[config.mk]
export PLATFORM = sky130hd
export DESIGN_NAME = macc_seq
export DESIGN_NICKNAME = d
export VERILOG_FILES = /design/src/rtl/macc_pkg.sv /design/src/rtl/macc_seq_res_reg.sv /design/src/rtl/macc_seq.sv
export SDC_FILE = /design/constraint.sdc
export NUM_CORES = 1
export LEC_CHECK = 0
export CORE_ASPECT_RATIO = 0.7
export CORE_MARGIN = 2
export CORE_UTILIZATION = 45
export DETAILED_ROUTE_END_ITERATION = 7
export PLACE_DENSITY = 0.84
export REMOVE_ABC_BUFFERS = 1
export SLEW_MARGIN = 0
export SYNTH_ARGS = -nofsm -noshare
export SYNTH_HDL_FRONTEND = slang
export SYNTH_SLANG_ARGS = --single-unit
export TNS_END_PERCENT = 100
[constraint.sdc]
create_clock -name clk -period 4.2 [get_ports clk]
set_clock_uncertainty 0.15 [all_clocks]
set_input_delay 0.42 -clock clk [delete_from_list [all_inputs] [get_ports clk]]
set_output_delay 0.42 -clock clk [all_outputs]
set_load 0.02 [all_outputs]
[src/rtl/macc_pkg.sv]
// ---------------------------------------------------------------------------
// macc_pkg
// Shared types and constants for the macc_seq operand sequencer.
//   state_t    : sequencer states (IDLE, RUN, DRAIN, CAPT, HOLD)
//   LEN_W      : width of the per-vector pair counter / res_len
//   CNT_W      : width of the sload-skew and drain down-counters
//   drain_cyc(): number of zero-product flush cycles for a given MAC latency
// ---------------------------------------------------------------------------
package macc_pkg;

    typedef enum logic [2:0] {
        IDLE,
        RUN,
        DRAIN,
        CAPT,
        HOLD
    } state_t;

    localparam int MAC_LAT_DEF = 3;
    localparam int DRAIN_CYC   = MAC_LAT_DEF - 1;

    localparam int LEN_W = 8;
    localparam int CNT_W = 8;

    // The last pair's product needs MAC_LAT-1 further ce-cycles to reach
    // accum_out after the cycle in which it was driven.
    function automatic int drain_cyc(input int mac_lat);
        return mac_lat - 1;
    endfunction

endpackage

[src/rtl/macc_seq_res_reg.sv]
// ---------------------------------------------------------------------------
// macc_seq_res_reg
// Result holding register for macc_seq. Loads one dot product on cap and
// presents it on a valid/ready stream until accepted; data is only written
// on cap, so it stays stable while res_valid && !res_ready.
// Optional feature macro: MACC_SEQ_LEN_EN (adds cap_len / res_len).
// Ports:
//   clk, rst_n      clock, synchronous active-low reset
//   cap             load strobe (one cycle)
//   cap_data        value loaded into res_data
//   cap_len         pair count loaded into res_len (MACC_SEQ_LEN_EN only)
//   res_ready       downstream accept
//   res_valid       result valid
//   res_data        signed result
//   res_len         pair count of the result (MACC_SEQ_LEN_EN only)
// ---------------------------------------------------------------------------
module macc_seq_res_reg
    import macc_pkg::*;
#(
    parameter int SIZEOUT = 20
) (
    input  logic                      clk,
    input  logic                      rst_n,
    input  logic                      cap,
    input  logic signed [SIZEOUT-1:0] cap_data,
`ifdef MACC_SEQ_LEN_EN
    input  logic [LEN_W-1:0]          cap_len,
    output logic [LEN_W-1:0]          res_len,
`endif
    input  logic                      res_ready,
    output logic                      res_valid,
    output logic signed [SIZEOUT-1:0] res_data
);

    always_ff @(posedge clk) begin
        if (!rst_n) begin
            res_valid <= 1'b0;
            res_data  <= '0;
`ifdef MACC_SEQ_LEN_EN
            res_len   <= '0;
`endif
        end else begin
            if (cap) begin
                res_valid <= 1'b1;
                res_data  <= cap_data;
`ifdef MACC_SEQ_LEN_EN
                res_len   <= cap_len;
`endif
            end else if (res_valid && res_ready) begin
                res_valid <= 1'b0;
            end
        end
    end

endmodule

[src/rtl/macc_seq.sv]
// ---------------------------------------------------------------------------
// macc_seq
// Operand-side sequencer for an external signed streaming MAC. Accepts
// operand pairs (with a last flag per vector), drives the MAC ce/sload/a/b
// inputs with the sload pulse aligned SLOAD_SKEW ce-cycles after the first
// pair, flushes the MAC pipeline with zero products, captures accum_out and
// returns one result per vector. One vector is in flight at a time.
// Optional feature macro: MACC_SEQ_LEN_EN
//   adds a per-vector pair counter, the res_len output, and forced vector
//   termination when MAX_LEN pairs arrive without in_last.
// Ports:
//   clk, rst_n            clock, synchronous active-low reset
//   in_valid/in_ready     operand pair handshake (ready only in IDLE/RUN)
//   in_a, in_b, in_last   signed operands and end-of-vector flag
//   mac_ce, mac_sload     MAC clock enable and accumulator restart
//   mac_a, mac_b          MAC operands
//   mac_accum             MAC accum_out
//   res_valid/res_ready   result handshake
//   res_data              signed dot product (mac_accum verbatim)
//   res_len               pairs in the vector (MACC_SEQ_LEN_EN only)
// ---------------------------------------------------------------------------
module macc_seq
    import macc_pkg::*;
#(
    parameter int SIZEIN     = 8,
    parameter int SIZEOUT    = 20,
    parameter int MAC_LAT    = 3,
    parameter int SLOAD_SKEW = 1,
    parameter int MAX_LEN    = 255
) (
    input  logic                      clk,
    input  logic                      rst_n,
    input  logic                      in_valid,
    output logic                      in_ready,
    input  logic signed [SIZEIN-1:0]  in_a,
    input  logic signed [SIZEIN-1:0]  in_b,
    input  logic                      in_last,
    output logic                      mac_ce,
    output logic                      mac_sload,
    output logic signed [SIZEIN-1:0]  mac_a,
    output logic signed [SIZEIN-1:0]  mac_b,
    input  logic signed [SIZEOUT-1:0] mac_accum,
    output logic                      res_valid,
    input  logic                      res_ready,
`ifdef MACC_SEQ_LEN_EN
    output logic [LEN_W-1:0]          res_len,
`endif
    output logic signed [SIZEOUT-1:0] res_data
);

    localparam int DRAIN_N = drain_cyc(MAC_LAT);

    // A one-pair vector must still see its sload pulse before CAPT, so the
    // skew may not exceed the number of drain cycles.
    if (MAC_LAT < 1 || SLOAD_SKEW < 0 || SLOAD_SKEW > DRAIN_N ||
        MAX_LEN < 1 || MAX_LEN > (1 << LEN_W) - 1) begin : g_bad_cfg
        $error("macc_seq: unsupported MAC_LAT/SLOAD_SKEW/MAX_LEN combination");
    end

    localparam state_t AFTER_LAST = (DRAIN_N == 0) ? CAPT : DRAIN;

    state_t             state;
    state_t             state_nxt;
    logic               xfer;
    logic               last_eff;
    logic               cap;
    logic               sload_arm;
    logic               sload_hit;
    logic [CNT_W-1:0]   skew_cnt;
    logic [CNT_W-1:0]   drain_cnt;

    assign in_ready  = (state == IDLE) || (state == RUN);
    assign xfer      = in_valid && in_ready;
    assign sload_hit = sload_arm && (skew_cnt == CNT_W'(1));

`ifdef MACC_SEQ_LEN_EN
    logic [LEN_W-1:0] len_cnt;
    logic [LEN_W-1:0] len_nxt;

    // The first pair of a vector always counts as 1, whatever was left over.
    assign len_nxt  = (state == IDLE) ? LEN_W'(1) : len_cnt + LEN_W'(1);
    assign last_eff = in_last || (len_nxt == LEN_W'(MAX_LEN));

    always_ff @(posedge clk) begin
        if (!rst_n) begin
            len_cnt <= '0;
        end else if (xfer) begin
            len_cnt <= len_nxt;
        end
    end
`else
    assign last_eff = in_last;
`endif

    always_ff @(posedge clk) begin
        if (!rst_n) begin
            state <= IDLE;
        end else begin
            state <= state_nxt;
        end
    end

    always_comb begin
        state_nxt = state;
        mac_ce    = 1'b0;
        mac_sload = 1'b0;
        mac_a     = '0;
        mac_b     = '0;
        cap       = 1'b0;
        case (state)
            IDLE: begin
                if (xfer) begin
                    mac_ce    = 1'b1;
                    mac_a     = in_a;
                    mac_b     = in_b;
                    mac_sload = (SLOAD_SKEW == 0);
                    state_nxt = last_eff ? AFTER_LAST : RUN;
                end
            end
            RUN: begin
                if (xfer) begin
                    mac_ce    = 1'b1;
                    mac_a     = in_a;
                    mac_b     = in_b;
                    mac_sload = sload_hit;
                    if (last_eff) begin
                        state_nxt = AFTER_LAST;
                    end
                end
            end
            DRAIN: begin
                // Zero operands push the last real product through the MAC.
                mac_ce    = 1'b1;
                mac_sload = sload_hit;
                if (drain_cnt == CNT_W'(1)) begin
                    state_nxt = CAPT;
                end
            end
            CAPT: begin
                cap       = 1'b1;
                state_nxt = HOLD;
            end
            HOLD: begin
                if (res_ready) begin
                    state_nxt = IDLE;
                end
            end
            default: begin
                state_nxt = IDLE;
            end
        endcase
    end

    // skew_cnt only moves on ce-cycles so input stalls cannot shift the
    // sload pulse relative to the operand stream.
    always_ff @(posedge clk) begin
        if (!rst_n) begin
            skew_cnt  <= '0;
            sload_arm <= 1'b0;
            drain_cnt <= '0;
        end else begin
            if (state == IDLE && xfer) begin
                skew_cnt  <= CNT_W'(SLOAD_SKEW);
                sload_arm <= (SLOAD_SKEW != 0);
            end else if (mac_ce && sload_arm) begin
                skew_cnt <= skew_cnt - CNT_W'(1);
                if (sload_hit) begin
                    sload_arm <= 1'b0;
                end
            end

            if (state != DRAIN && state_nxt == DRAIN) begin
                drain_cnt <= CNT_W'(DRAIN_N);
            end else if (state == DRAIN) begin
                drain_cnt <= drain_cnt - CNT_W'(1);
            end
        end
    end

    macc_seq_res_reg #(
        .SIZEOUT (SIZEOUT)
    ) u_res_reg (
        .clk       (clk),
        .rst_n     (rst_n),
        .cap       (cap),
        .cap_data  (mac_accum),
`ifdef MACC_SEQ_LEN_EN
        .cap_len   (len_cnt),
        .res_len   (res_len),
`endif
        .res_ready (res_ready),
        .res_valid (res_valid),
        .res_data  (res_data)
    );

endmodule

==> results.txt <==
----------------------------------------------------
[Run status]
  Run status ... complete, no violations

[Synth]
  Async set-or-reset flop fraction in the synthesized netlist ... 0
  Most frequently used flop master after synthesis ... dfxtp_1
  Count of warnings emitted by yosys ... 0
  Mean instance size in the synthesized netlist ... 8.305 um^2
  Synthesized instance count ... approximately 230
  Flip-flop and latch count after synthesis ... 41
  Synth top cells by count ... nand2_1, dfxtp_1, a21boi_0, nor2_1, and3_1
  Post-synth EDFFs ... 0
  Synthesized cell area ... 1927 um^2
  Cell type contributing the most total cell area after synthesis ... dfxtp_1
  Count of cell types in the netlist ... 40
  Sequential element share of the synthesized area ... 0.4260
  Cell with the most instances after synthesis ... nand2_1
  Most area-consuming cells after synthesis ... dfxtp_1, nand2_1, a21boi_0
  Yosys top cell area share ... 0.4260

[Routing]
  Routed wire length per instance ... about 13 um
  Drt first-iter violations ... between 100 and 150
  Final ANT Viol Nets ... 0
  Number of vias per cell after detailed routing ... 4.983
  First drt pass iteration count ... 4
  DRC ... 0
  Total wirelength of the detailed-routed design ... approximately 4.6 mm
  Overall via count from detail_route ... 1,779

[Critical path]
  Highest net fanout along the worst path ... 21
  Critical path's slowest cell ... clkdlybuf4s50_1
  Signal arrival time at the worst endpoint ... roughly 2.9 ns
  Worst r2r dst ... u_res_reg.res_data[9]$_SDFFE_PN0N_
  Type of the setup path with the least slack ... in2out
  CP Capture Type ... primary output
  Register-to-register setup slack ... 2.26 ns
  Most common cell on crit path ... clkdlybuf4s50_1
  Worst setup path start ... in_valid
  Crit Reg-Reg Startpoint ... state[1]$_SDFF_PN0_
  Worst Reg2Reg Path Length in Cells ... 4
  Data required time at the worst endpoint ... approximately 3.6 ns
  Biggest cell delay along the critical path ... 0.81 ns
  Cells along the critical path ... clkdlybuf4s50_1 -> and2b_1 -> o21ai_2 -> nor4bb_1 -> o21a_1 -> clkdlybuf4s50_1
  Critical path startpoint category ... primary input
  Worst setup endpoint ... mac_sload

[Clock network]
  Skew-Pair Late Insertion Delay ... about 0.29 ns
  Number of buffers between clock root and the deepest sink ... 2
  CTS Hold Buffers Added ... 0
  Number of instances resized during post-cts repair ... 0
  Clock root buffer master ... clkbuf_8
  Clock tree from TritonCTS ... done
  Count of buffers added by post-CTS timing repair for setup ... 0
  Number of CTS-inserted buffers ... 5
  Sink Count ... 41
  Maximum level of the CTS H-tree ... 2
  CTS clk-pin slew, worst paths ... ~0.07 ns

[Global route]
  Maximum number of pins on one net before global-route repair ... 31
  Number of global-route vias before repair ... 1,607
  First-pass GRT wire length ... ~7.4 mm
  Congestion Overflow GR ... 0
  Global Route Usage Sum ... 0.1971
  Number of antenna violations at the first check in global routing ... 0

[Die]
  Placeable core region ... about 4000 um^2
  Initial core utilization ... 0.4796
  Overall die width ... slightly above 80 um
  Die area ... about 4800 um^2
  Vertical die dimension ... about 60 um
  Ports placed on the boundary ... just over 80
  Row Count ... 19

[Finish]
  Layout cell share with drive strength beyond 1 ... 0.03279
  Count of antenna diodes in the layout ... 0
  # nets final ... around 350
  Area of all placed cells without fillers ... approximately 2800 um^2
  Layout overhead on the synthesized area ... 47.14%
  Fill count ... around 330

[STA]
  Transition time at the pin with the least slew margin ... around 0.9 ns
  Fin Setup TNS ... 0 ns
  Worst path setup slack after routing ... about 0.7 ns
  Final slew viol count ... 0
  Period utilisation layout ... 0.8314
  Remaining max-slew budget at the tightest pin ... 0.3851
  Final setup viols ... 0
  Highest Clock Rate ... 0.2864 GHz
  Final period demand of the worst path ... between 3 and 4 ns
  Setup repair after global routing missed its margin ... false
  Hold Violations, Final ... 0

[Pwr]
  Clk pwr share ... 0.346
  VDD IR-drop max ... around 0.00025 V
  Internal power contribution ... about 0.70 mW
  Areal power density over the cells ... between 300 and 400 nW/um^2
  Comb pwr share ... 0.203
  Switching power total ... about 0.24 mW
  Sequential cell fraction of total power ... 0.451
  Net Sw Frac ... 0.2538
  Leakage power total ... between 1 and 1.5 nW

[Placed design]
  Placed Area ... ~2700 um^2
  Placed wire-length estimate ... about 3.3 mm
  Last weighted congestion value of the routability-driven placer ... 0.8447
  Pre-CTS setup slack ... about 0.78 ns
  Buffers added on ports ... 80

[Hold path]
  Min-Delay Startpoint ... u_res_reg.res_data[6]$_SDFFE_PN0N_
  Path class of the lowest-slack min-delay path ... reg2reg
  Number of instances on the worst hold path ... 2

[Flow run]
  Max-cap viol count ... 0

----------------------------------------------------
-- metrics by stage --
stage                     utilization  power (mW)  instances  hold WS, ns
after CTS                      0.7057      0.9445        357       0.3203
after floorplan                     -      0.5292        217       0.2887
final                          0.7057      0.9391        357       0.3168
after global routing           0.7057      0.9810        357       0.3425
after global placement         0.6767      0.6178        349       0.3039
after detailed placement       0.6767      0.6217        349       0.3109
-- layout by cell type (no fill, tap or decap), types with 2 or more instances in the layout --
cell             instances
nand3_1                  2
xor2_1                   7
clkbuf_8                 6
o211ai_1                 2
xnor2_1                  4
nor2b_1                  2
o2111ai_1                2
and3_1                  18
inv_1                    5
o21ai_0                  3
a21oi_1                  4
ha_1                     4
dfxtp_1                 41
nand2_1                 49
nand2b_1                 2
nor3_1                   3
o21a_1                   3
nor2_1                  22
a21boi_0                22
o31ai_1                  2
nor4_1                   3
and2b_1                  2
clkdlybuf4s50_1         80
-- routing by layer --
layer  global-route usage  part of all wire  up-vias
met3              0.05982             0.055        2
met5                    0                 0        -
met4              0.04286            0.0026        0
li1                     -                 -      923
met1               0.2740              0.49      811
met2               0.3030              0.45       43
-- cells by family (layout without fill, tap and decap cells) --
family	count (synthesis)	count (layout)	share of synthesized area
DFF	41	41	0.4260
xor gates and xnor gates	11	11	0.05000
AOI/OAI and AO/OA	42	42	0.1578
buffers and inverters	20	93	0.04805
adders and majority gates	4	4	0.02598
and+or+nand+nor	114	114	0.2922
-- worst max-delay path: cells and delay by family --
kind	cells	cell delay, ns
buf+inv	2	1.41
simple gates	2	0.79
compound gates	2	0.30
-- layout make-up --
type / instances / area, um^2 / share of cell area
clock buffers: 7 / 86.33 / 0.03045
clock inverters: 1 / 30.03 / 0.01059
inverters: 5 / 18.77 / 0.006620
multi-input cells: 171 / 1013 / 0.3575
flip-flops and latches: 41 / 820.8 / 0.2895
well taps: 52 / 65.06 / 0.02295
repair buffers: 80 / 800.8 / 0.2824
-- registers in the layout (all words and copies together), names as in the netlist --
name                 cells
sload_arm                1
skew_cnt                 8
u_res_reg.res_data      20
drain_cnt                8
state                    3
u_res_reg.res_valid      1
-- power by group through the flow --
stage               Combinational, mW  Clock (mW)  Sequential, mW
floorplan                      0.0966           0           0.433
global placement                0.186           0           0.431
detailed placement              0.189           0           0.432
CTS                             0.191       0.331           0.423
global route                    0.208       0.346           0.427
finish                          0.191       0.325           0.424
-- how the worst min path moves through the flow --
stage / endpoint / slack, ns
finish: u_res_reg.res_data[6]$_SDFFE_PN0N_ / 0.32
global route: u_res_reg.res_data[19]$_SDFFE_PN0N_ / 0.34
CTS: u_res_reg.res_data[6]$_SDFFE_PN0N_ / 0.32
detailed placement: u_res_reg.res_data[12]$_SDFFE_PN0N_ / 0.31
global placement: u_res_reg.res_data[16]$_SDFFE_PN0N_ / 0.30
floorplan: sload_arm$_SDFFE_PN0P_ / 0.29
No activity file was read; power rests on OpenSTA's default activity.
